$ cat src/rtl/instr_fetch.sv
// ----------------------------------------------------------------------------
// instr_fetch : IF stage of the 5-stage MIPS pipeline.
//   Owns the fetch PC, addresses the combinational instruction ROM and loads
//   the 64-bit IF_ID register {PC+4, instruction} consumed by ID.
//   Applies exception/interrupt vectoring, load-use stall and ID redirects
//   (JR > J > branch); every redirect writes a NOP bubble into IF_ID.
//
// Optional feature macro: IF_PERF_CNT_EN
//   Defined   : adds saturating perf counters perf_fetch / perf_stall /
//               perf_flush (CNT_W bits each).
//   Undefined : counter ports and logic are absent; behaviour is identical.
// ----------------------------------------------------------------------------
module instr_fetch #(
    parameter logic [31:0] RESET_PC = 32'h8000_0000,
    parameter logic [31:0] INTR_PC  = 32'h8000_0004,
    parameter logic [31:0] EXCP_PC  = 32'h8000_0008,
    parameter logic [31:0] NOP_WORD = 32'h0000_0000,
    parameter int unsigned CNT_W    = 32
) (
    input  logic             clk,
    input  logic             rst_n,
    input  logic             PC_IF_ID_Write,
    input  logic             Z,
    input  logic             J,
    input  logic             JR,
    input  logic [31:0]      branch_target,
    input  logic [31:0]      jump_target,
    input  logic [31:0]      jr_target,
    input  logic             interrupt,
    input  logic             exception,
    input  logic [31:0]      imem_rdata,
    output logic [31:0]      imem_addr,
    output logic [31:0]      PC,
`ifdef IF_PERF_CNT_EN
    output logic [CNT_W-1:0] perf_fetch,
    output logic [CNT_W-1:0] perf_stall,
    output logic [CNT_W-1:0] perf_flush,
`endif
    output logic [63:0]      IF_ID
);

    localparam int unsigned XLEN    = 32;
    localparam logic [XLEN-1:0] INSTR_BYTES = XLEN'(4);

    // IF_ID payload as seen by ID
    typedef struct packed {
        logic [XLEN-1:0] pc_plus4;
        logic [XLEN-1:0] instr;
    } if_id_t;

    // Per-edge action, in priority order
    typedef enum logic [2:0] {
        SEL_SEQ   = 3'd0,
        SEL_STALL = 3'd1,
        SEL_EXCP  = 3'd2,
        SEL_INTR  = 3'd3,
        SEL_JR    = 3'd4,
        SEL_J     = 3'd5,
        SEL_BR    = 3'd6
    } sel_e;

    // A zero-width counter is meaningless; catch it at elaboration
    if (CNT_W == 0) begin : g_bad_cnt_w
        $error("instr_fetch: CNT_W must be at least 1");
    end

    logic [XLEN-1:0] pc_q;
    logic [XLEN-1:0] pc_d;
    if_id_t          if_id_q;
    if_id_t          if_id_d;
    logic [XLEN-1:0] pc4;
    logic [XLEN-1:0] redirect_pc;
    logic            is_flush;
    sel_e            sel;

    assign pc4       = pc_q + INSTR_BYTES;
    assign imem_addr = pc_q;
    assign PC        = pc_q;
    assign IF_ID     = if_id_q;

    // Choose this edge's action; vectors beat stall, stall masks ID redirects
    always_comb begin
        sel = SEL_SEQ;
        if (exception) begin
            sel = SEL_EXCP;
        end else if (interrupt) begin
            sel = SEL_INTR;
        end else if (!PC_IF_ID_Write) begin
            sel = SEL_STALL;
        end else if (JR) begin
            sel = SEL_JR;
        end else if (J) begin
            sel = SEL_J;
        end else if (Z) begin
            sel = SEL_BR;
        end
    end

    // Redirect target for the flush cases
    always_comb begin
        redirect_pc = pc4;
        is_flush    = 1'b1;
        unique case (sel)
            SEL_EXCP:  redirect_pc = EXCP_PC;
            SEL_INTR:  redirect_pc = INTR_PC;
            SEL_JR:    redirect_pc = jr_target;
            SEL_J:     redirect_pc = jump_target;
            SEL_BR:    redirect_pc = branch_target;
            default:   is_flush    = 1'b0;
        endcase
    end

    // Next PC and IF_ID; a flush loads {tgt+4, NOP} so $k0 recovery sees tgt
    always_comb begin
        pc_d    = pc_q;
        if_id_d = if_id_q;
        if (is_flush) begin
            pc_d             = redirect_pc;
            if_id_d.pc_plus4 = redirect_pc + INSTR_BYTES;
            if_id_d.instr    = NOP_WORD;
        end else if (sel == SEL_SEQ) begin
            pc_d             = pc4;
            if_id_d.pc_plus4 = pc4;
            if_id_d.instr    = imem_rdata;
        end
    end

    // PC and IF_ID registers
    always_ff @(posedge clk or negedge rst_n) begin
        if (!rst_n) begin
            pc_q    <= RESET_PC;
            if_id_q <= '0;
        end else begin
            pc_q    <= pc_d;
            if_id_q <= if_id_d;
        end
    end

`ifdef IF_PERF_CNT_EN
    logic [CNT_W-1:0] fetch_cnt_q;
    logic [CNT_W-1:0] stall_cnt_q;
    logic [CNT_W-1:0] flush_cnt_q;

    assign perf_fetch = fetch_cnt_q;
    assign perf_stall = stall_cnt_q;
    assign perf_flush = flush_cnt_q;

    // Saturating event counters, observation only
    always_ff @(posedge clk or negedge rst_n) begin
        if (!rst_n) begin
            fetch_cnt_q <= '0;
            stall_cnt_q <= '0;
            flush_cnt_q <= '0;
        end else begin
            if (sel == SEL_SEQ && fetch_cnt_q != '1) begin
                fetch_cnt_q <= fetch_cnt_q + CNT_W'(1);
            end
            if (sel == SEL_STALL && stall_cnt_q != '1) begin
                stall_cnt_q <= stall_cnt_q + CNT_W'(1);
            end
            if (is_flush && flush_cnt_q != '1) begin
                flush_cnt_q <= flush_cnt_q + CNT_W'(1);
            end
        end
    end
`endif

endmodule

$ cat config.mk
export PLATFORM = sky130hd
export DESIGN_NAME = instr_fetch
export DESIGN_NICKNAME = d
export VERILOG_FILES = /design/src/rtl/instr_fetch.sv
export SDC_FILE = /design/constraint.sdc
export NUM_CORES = 1
export LEC_CHECK = 0
export ABC_AREA = 1
export CORE_MARGIN = 2
export CORE_UTILIZATION = 30
export CTS_CLUSTER_DIAMETER = 30
export DETAILED_ROUTE_END_ITERATION = 12
export PLACE_DENSITY_LB_ADDON = 0.1
export SETUP_SLACK_MARGIN = 0.15
export SKIP_LAST_GASP = 1
export SYNTH_ARGS = -nofsm -noshare
export SYNTH_HDL_FRONTEND = slang
export SYNTH_SLANG_ARGS = --single-unit
$ cat constraint.sdc
create_clock -name clk -period 5.1 [get_ports clk]
set_input_delay 1.275 -clock clk [delete_from_list [all_inputs] [get_ports clk]]
set_output_delay 1.275 -clock clk [all_outputs]
set_load 0.02 [all_outputs]
### Word-level counts from Yosys, hierarchy flattened

Index checks and enable logic that the tools add are counted.

* reductions and logical operators: 3
* multiplexer cells: 12
* add/sub/neg operators: 2
* eq/ne operators: 5

Operator list (number)
* 32-bit one-hot mux with 5 select lines: 1
* 64-bit two-way mux: 2
* 32-bit by 3-bit adder with 32-bit output, second input constant: 2
* 32-bit two-way mux: 2
* 3-bit two-way mux: 6
* 3-bit == test, second input constant: 3
* 3-bit by 2-bit == test with 1-bit output, second input constant: 2
* 5-bit OR reduction: 1
* 3-bit zero test: 1
* 2-bit nonzero test: 1
* 1-bit two-way mux: 1

* register bits after elaboration: 96
* input bits: 136
* logic and storage cells: 25

### Logic depth before layout (Yosys ltp)

Gate-level depths: netlist (run 1).

* word-level depth: 10
* gate-level depth with buffers: 21
* mapped depth without buffers: 20

### Worst setup path before layout (run 1)

No wires, ideal clock.

* path kind: input -> register
* from: input port JR
* to: register if_id_q, in the netlist IF_ID[58]
* stages: 19
* arrival: 3.103 ns
* slack: 1.880 ns
* cell sequence: inv_1 -> nand2_1 -> nand2_4 -> nand2_4 -> nand2_4 -> nor2_8 -> nor2_8 -> nand2_1 -> nand2_1 -> ha_1 -> nand2_1 -> nor2_1 -> nand3_2 -> inv_2 -> nand2_1 -> nor2_2 -> nand3_1 -> nand3_1 -> nand2_1

* longest elaborated chain between the ends: 8
* elaborated cells between the ends (all ways): 16

RTL lines
* start, declared: RTL line 25 `input logic JR,`
* 3-bit two-way mux *: RTL line 90 `end else if (JR) begin`
* 3-bit two-way mux *: RTL line 88 `end else if (!PC_IF_ID_Write) begin`
* 3-bit two-way mux *: RTL line 86 `end else if (interrupt) begin`
* 3-bit two-way mux *: RTL line 84 `if (exception) begin`
* 3-bit == test / 3-bit by 2-bit == test with 1-bit output (equally long branches): RTL line 103 `unique case (sel)`
* 32-bit one-hot mux with 5 select lines / 5-bit OR reduction (equally long branches)
* 32-bit by 3-bit adder with 32-bit output / 1-bit two-way mux (equally long branches): RTL line 119, 103
* 64-bit two-way mux / 2-bit nonzero test (equally long branches)
* end signal, assigned: RTL line 135 `if_id_q <= if_id_d;`
* end, declared: RTL line 69 `if_id_t if_id_q;`

Mark *: on every way between the ends. The rest lies on a longest branch, timed or not.
A chain may end at the register's enable or synchronous reset.

### Worst setup path after layout (run 1)

* from: input port interrupt
* to: register if_id_q, in the netlist IF_ID[46]

* longest elaborated chain between the ends: 6
* elaborated cells between the ends (all ways): 14

RTL lines
* start, declared: RTL line 29 `input logic interrupt,`
* 3-bit two-way mux *: RTL line 86
* 3-bit two-way mux *: RTL line 84
* 3-bit == test / 3-bit by 2-bit == test with 1-bit output (equally long branches): RTL line 103
* 32-bit one-hot mux with 5 select lines / 5-bit OR reduction (equally long branches)
* 32-bit by 3-bit adder with 32-bit output / 1-bit two-way mux (equally long branches): RTL line 119, 103
* 64-bit two-way mux / 2-bit nonzero test (equally long branches)

Marks and branches as above.

==> flow_summary.toml, run 1 <==
[detailed_routing]
drtIter0Drc = 628
routed_wl_um = 29800
drcViolationCount = 0
drt-pass1-iter-count = 5
vias_per_cell = 4.90
routedWlPerCell_um = 17.8
ant_nets = 0
vias = 8208

[placement]
post-place-ws_ps = 565
gp_congestion = 0.901
port_buffers = 263
dp_hpwl_um = 23900
post-place-cells = 1660

[pwr]
powerDensity_nw_per_um2 = 209
ir_drop_uv = 152
p_leak_nw = 4.94

[clocking]
cts_root_buf = "clkbuf_16"
cts_resized = 0
ctsHoldBuffers = 0
post_cts_buffers = 0
h-tree-depth = 3
cts_tree = "done"
cts_buffers = 9
clkTransAtPathRegs_ps = 80
cts_buffer_depth = 2
cts.sinks = 96
clk_latency_ps = 360

[status]
status = "completed"

[sta]
slew_headroom = 0.592
grt_setup_unrepaired = "no"
fin_ws_ps = 908
clock_skew_ps = 7.45
drv_slew = 0
fin_crit_ps = 4190
hold_violations = 0
final.setup.tns_ps = 0
finalCritPeriodShare = 0.822
worst_slew_pin_slew_ps = 611
setup_viol = 0
max_freq_ghz = 0.239

[synthesis]
synth_area_leader_cell = "dfrtp_1"
synth_seq_cells = 96
synth_area_per_cell_um2 = 6.46
synth_area_leaders = "dfrtp_1, nand2_1, nor2_1, nand3_1, inv_1"
syn-instance-count = 1139
synth_nets = 1277
yosys_warnings = 0
synth_area_um2 = 7350
ys_seq_area_frac = 0.327
ys_types = 33
synth_top_area_share = 0.323

[layout]
final_common_cell = "nand2_1"
final_cell_mix = "nand2_1, clkdlybuf4s50_1, nor2_1, inv_1, nand3_1"
area_delta_synth_final_pct = 40.5
stdcell_count = 1676
final_layout_size_suffix_gt1_frac = 0.0584
fin_nets = 1485
num_antenna_cells = 0

[grt]
grt_overflow_total = 0
grt_max_degree = 86
grt_pass1_wl_um = 45600
grt_usage = 0.230
antenna_found_initial = 0
grt_pass1_vias = 8114

[critical_path]
worstPathMaxFanout = 27
arrival_ps = 4470
cp_num_buf_inv = 1
path_class = "in2reg"
cp_cell_sequence = "clkdlybuf4s50_1, nor2_2, nand2_4, nand2_4, nand2_4, nor2_8, nor2_8, nand2_1, nand2_1, ha_1, nand2_1, nor2_1, nand3_2, nor2_1, nand3_1, a31oi_1"
max_stage_delay_ps = 560
cp-end-kind = "flop"
start_kind = "primary input"
slowest_stage = "clkdlybuf4s50_1"
cp_top_family = "simple AND/OR/NAND/NOR gates"
r2r_slack_ps = 2210
cp.required_ps = 5380

[die]
initial_utilization = 0.304
die_area_um2 = 25800
die_h_um = 161
core_um2 = 24200
fp-row-count = 57
ios = 264
die_w_um = 161

[job]
cap_violations = 0

[min_path]
hp-class = "reg2reg"
==> logic make-up after synthesis <==
family          synth area share
fa+ha+maj                0.00340
flops                      0.327
buf+inv                    0.148
xor+xnor                 0.00476
compound gates             0.108
simple gates               0.409
==> where the power goes <==
group,internal (mW),switching (mW),leakage (nW)
clock network,0.387,0.341,0.144
registers,0.807,0.0543,1.29
logic,0.262,0.307,3.51
==> Yosys cell counts, drive strengths merged <==
cell type / n
clkbuf: 16
nand3: 120
a31oi: 18
o21bai: 6
dfstp: 1
o2111ai: 1
o21ai: 41
a21oi: 18
buf: 61
nand2: 318
ha: 2
o22ai: 3
o211ai: 1
nor2: 183
a22oi: 2
a22o: 1
xor2: 4
or2: 6
dfrtp: 95
nor3: 8
a32oi: 32
nand4: 43
inv: 159
==> registers in the layout, summed over array words and instances, names as in the netlist <==
name / flops
PC: 32
IF_ID: 64
==> per-stage QoR <==
step / util / cell area (µm²) / power [mW] / hold slack [ps]
floorplan: - / 7350 / 1.14 / 559
global placement: 0.415 / 10000 / 1.45 / 461
detailed placement: 0.415 / 10000 / 1.45 / 459
CTS: 0.427 / 10300 / 2.18 / 481
global route: 0.427 / 10300 / 2.26 / 502
finish: 0.427 / 10300 / 2.16 / 480
==> worst register-to-register path, cell delays in order (launching register included) <==
cell and delay, ps:
dfrtp_1 460, ha_1 260, nand2_1 70, nor2_1 170, nand3_1 210, nor2_1 260, nor2_1 60, nor2_1 160
nand2_1 90, nand2_1 170, nand2_1 140, nor2_2 190, nand2_1 70, nor2_1 140, nand2_1 70, nand2_1 60
nand3_1 80, a21oi_1 140
==> area by class of cell <==
cell class	instances	area (µm²)
sequential	96	2400
inverter	159	597
clock inverter	7	78.8
clock buffer	9	225
timing repair buffer	274	2750
fill	2593	13800
tap	324	405
multi-input combinational	807	3870
==> per-layer routing <==
metal / part of all wire / vias to the layer above / wire [µm] / global-route usage
met5: 0 / - / 0 / 0
met4: 0.013 / 0 / 377 / 0.0569
met3: 0.077 / 21 / 2300 / 0.0542
met2: 0.47 / 315 / 14000 / 0.388
met1: 0.44 / 3804 / 13100 / 0.296
li1: - / 4068 / - / -
==> final timing paths <==
kind / cells past startpoint / start / endpoint
worst max-delay path: 16 / interrupt / IF_ID[46]
worst min register to register: 2 / IF_ID[2] / IF_ID[2]
min in group asynchronous: 1 / rst_n / PC[10]
worst min-delay path: 2 / IF_ID[2] / IF_ID[2]
max in group asynchronous: 2 / rst_n / IF_ID[13]
worst max register to register: 17 / PC[3] / IF_ID[63]
Note: power is estimated with default switching activity, not from simulation.
==> run 2: changes to the inputs <==
Clock period 5.1 ns to 3.9 ns, I/O delays scaled along.
==> run 2 against run 1 <==
Via count is 1.2% higher. Clock skew grew 1.3 ps. Hold slack improved by 0.50 ps. Combinational power grew 35%. Non-clock buffer count increased by 38. Clock power is 30% higher. Largest cell class unchanged. Largest power group unchanged.
==> flow_summary.toml, run 2 (synthesis gave the netlist of run 1 again) <==
[status]
status = "completed"

[sta]
grt_setup_unrepaired = "no"
drv_slew = 0
clock_skew_ps = 8.72
worst_slew_pin_slew_ps = 577
setup_viol = 0
fin_ws_ps = 466
fin_crit_ps = 3430
slew_headroom = 0.615
max_freq_ghz = 0.291
hold_violations = 0
final.setup.tns_ps = 0
finalCritPeriodShare = 0.880

[job]
cap_violations = 0

[pwr]
ir_drop_uv = 160
p_leak_nw = 5.15
powerDensity_nw_per_um2 = 267

[die]
die_area_um2 = 25800
initial_utilization = 0.304
die_w_um = 161
core_um2 = 24200
die_h_um = 161
ios = 264
fp-row-count = 57

[placement]
port_buffers = 263
post-place-ws_ps = 78.6
dp_hpwl_um = 24500
place_area_um2 = 10300
gp_congestion = 0.920

[detailed_routing]
drt-pass1-iter-count = 5
routedWlPerCell_um = 17.8
routed_wl_um = 30400
vias = 8308
drcViolationCount = 0
ant_nets = 0
drtIter0Drc = 539
vias_per_cell = 4.85

[critical_path]
ff2ff_path_depth = 18
worstPathMaxFanout = 12
r2r_slack_ps = 950
cp_cell_sequence = "clkdlybuf4s50_1, inv_2, nand3_1, nor2_4, nand2_1, nand2_1, nor2_8, buf_4, nand2_2, nand2_1, nand2_2, nor2_4, nand4_1, o21bai_1, nand3_1, nand2_1, inv_1"
cp-end-kind = "flop"
arrival_ps = 3690
slowest_stage = "clkdlybuf4s50_1"
path_class = "in2reg"
cp.required_ps = 4160
max_stage_delay_ps = 580
start_kind = "primary input"
critical_path.most_common_cell = "nand2_1"

[clocking]
cts_root_buf = "clkbuf_16"
post_cts_buffers = 0
cts_buffer_depth = 2
cts.sinks = 96
h-tree-depth = 3
cts_tree = "done"
cts_buffers = 9
clkTransAtPathRegs_ps = 80
clk_latency_ps = 360

[layout]
final_common_cell = "nand2_1"
final_layout_size_suffix_gt1_frac = 0.0842
fin_nets = 1523
design_area_um2 = 10600
final_cell_mix = "nand2_1, clkdlybuf4s50_1, nor2_1, inv_1, nand3_1"
largest_reg_flops = 64
num_antenna_cells = 0
fill_cells = 2567
area_delta_synth_final_pct = 44.6

[grt]
grt_overflow_total = 0
busiest_layer = "met2"
grt_max_degree = 86
use_met3 = 0.0648
antenna_found_initial = 0
grt_use_met1 = 0.317
use_met2 = 0.383
grt_pass1_vias = 8121
grt_pass1_wl_um = 47000
grt_usage = 0.236

[min_path]
hp-class = "reg2reg"
min_path_cells = 2
run 2: through the flow:
stage	hold slack (ps)	util	instances	total power, mW
finish	481	0.440	1713	2.84
global route	501	0.440	1713	2.96
CTS	486	0.440	1713	2.87
detailed placement	459	0.427	1698	1.92
global placement	459	0.427	1698	1.92
floorplan	559	-	1139	1.49
run 2: worst paths after layout:
check,start,to
max,exception,IF_ID[53]
min,IF_ID[19],IF_ID[19]
max reg2reg,PC[3],IF_ID[54]
min reg2reg,IF_ID[19],IF_ID[19]
max in group asynchronous,rst_n,PC[31]
min in group asynchronous,rst_n,PC[7]
run 2: layer usage:
layer  vias to the layer above  part of all wire
met5                         -                 0
met4                         0             0.014
met3                        22             0.078
met2                       291              0.46
met1                      3858              0.45
li1                       4137                 -
run 2: area by class of cell:
type	count	area, µm²	share of cell area
Clock buffer	9	225	0.0212
Clock inverter	6	68.8	0.00647
Inverter	159	597	0.0561
Multi-Input combinational cell	807	3870	0.364
Sequential cell	96	2400	0.226
Tap cell	324	405	0.0381
Timing Repair Buffer	312	3060	0.288
run 2: report_power, final:
group / switching [mW] / internal (mW)
sequential: 0.0724 / 1.06
combinational: 0.404 / 0.363
clock: 0.447 / 0.500
total: 0.924 / 1.92
run 2: critical path, delay by kind of cell:
| family | cells | cell delay (ps) |
|---|---|---|
| AOI/OAI and AO/OA | 1 | 200 |
| buffers and inverters | 4 | 890 |
| and+or+nand+nor | 12 | 1610 |
run 2: what timing repair did:
item                       in CTS  in global routing
resized for setup               0                  1
setup endpoints to repair       0                  1
hold buffers                    0                  0
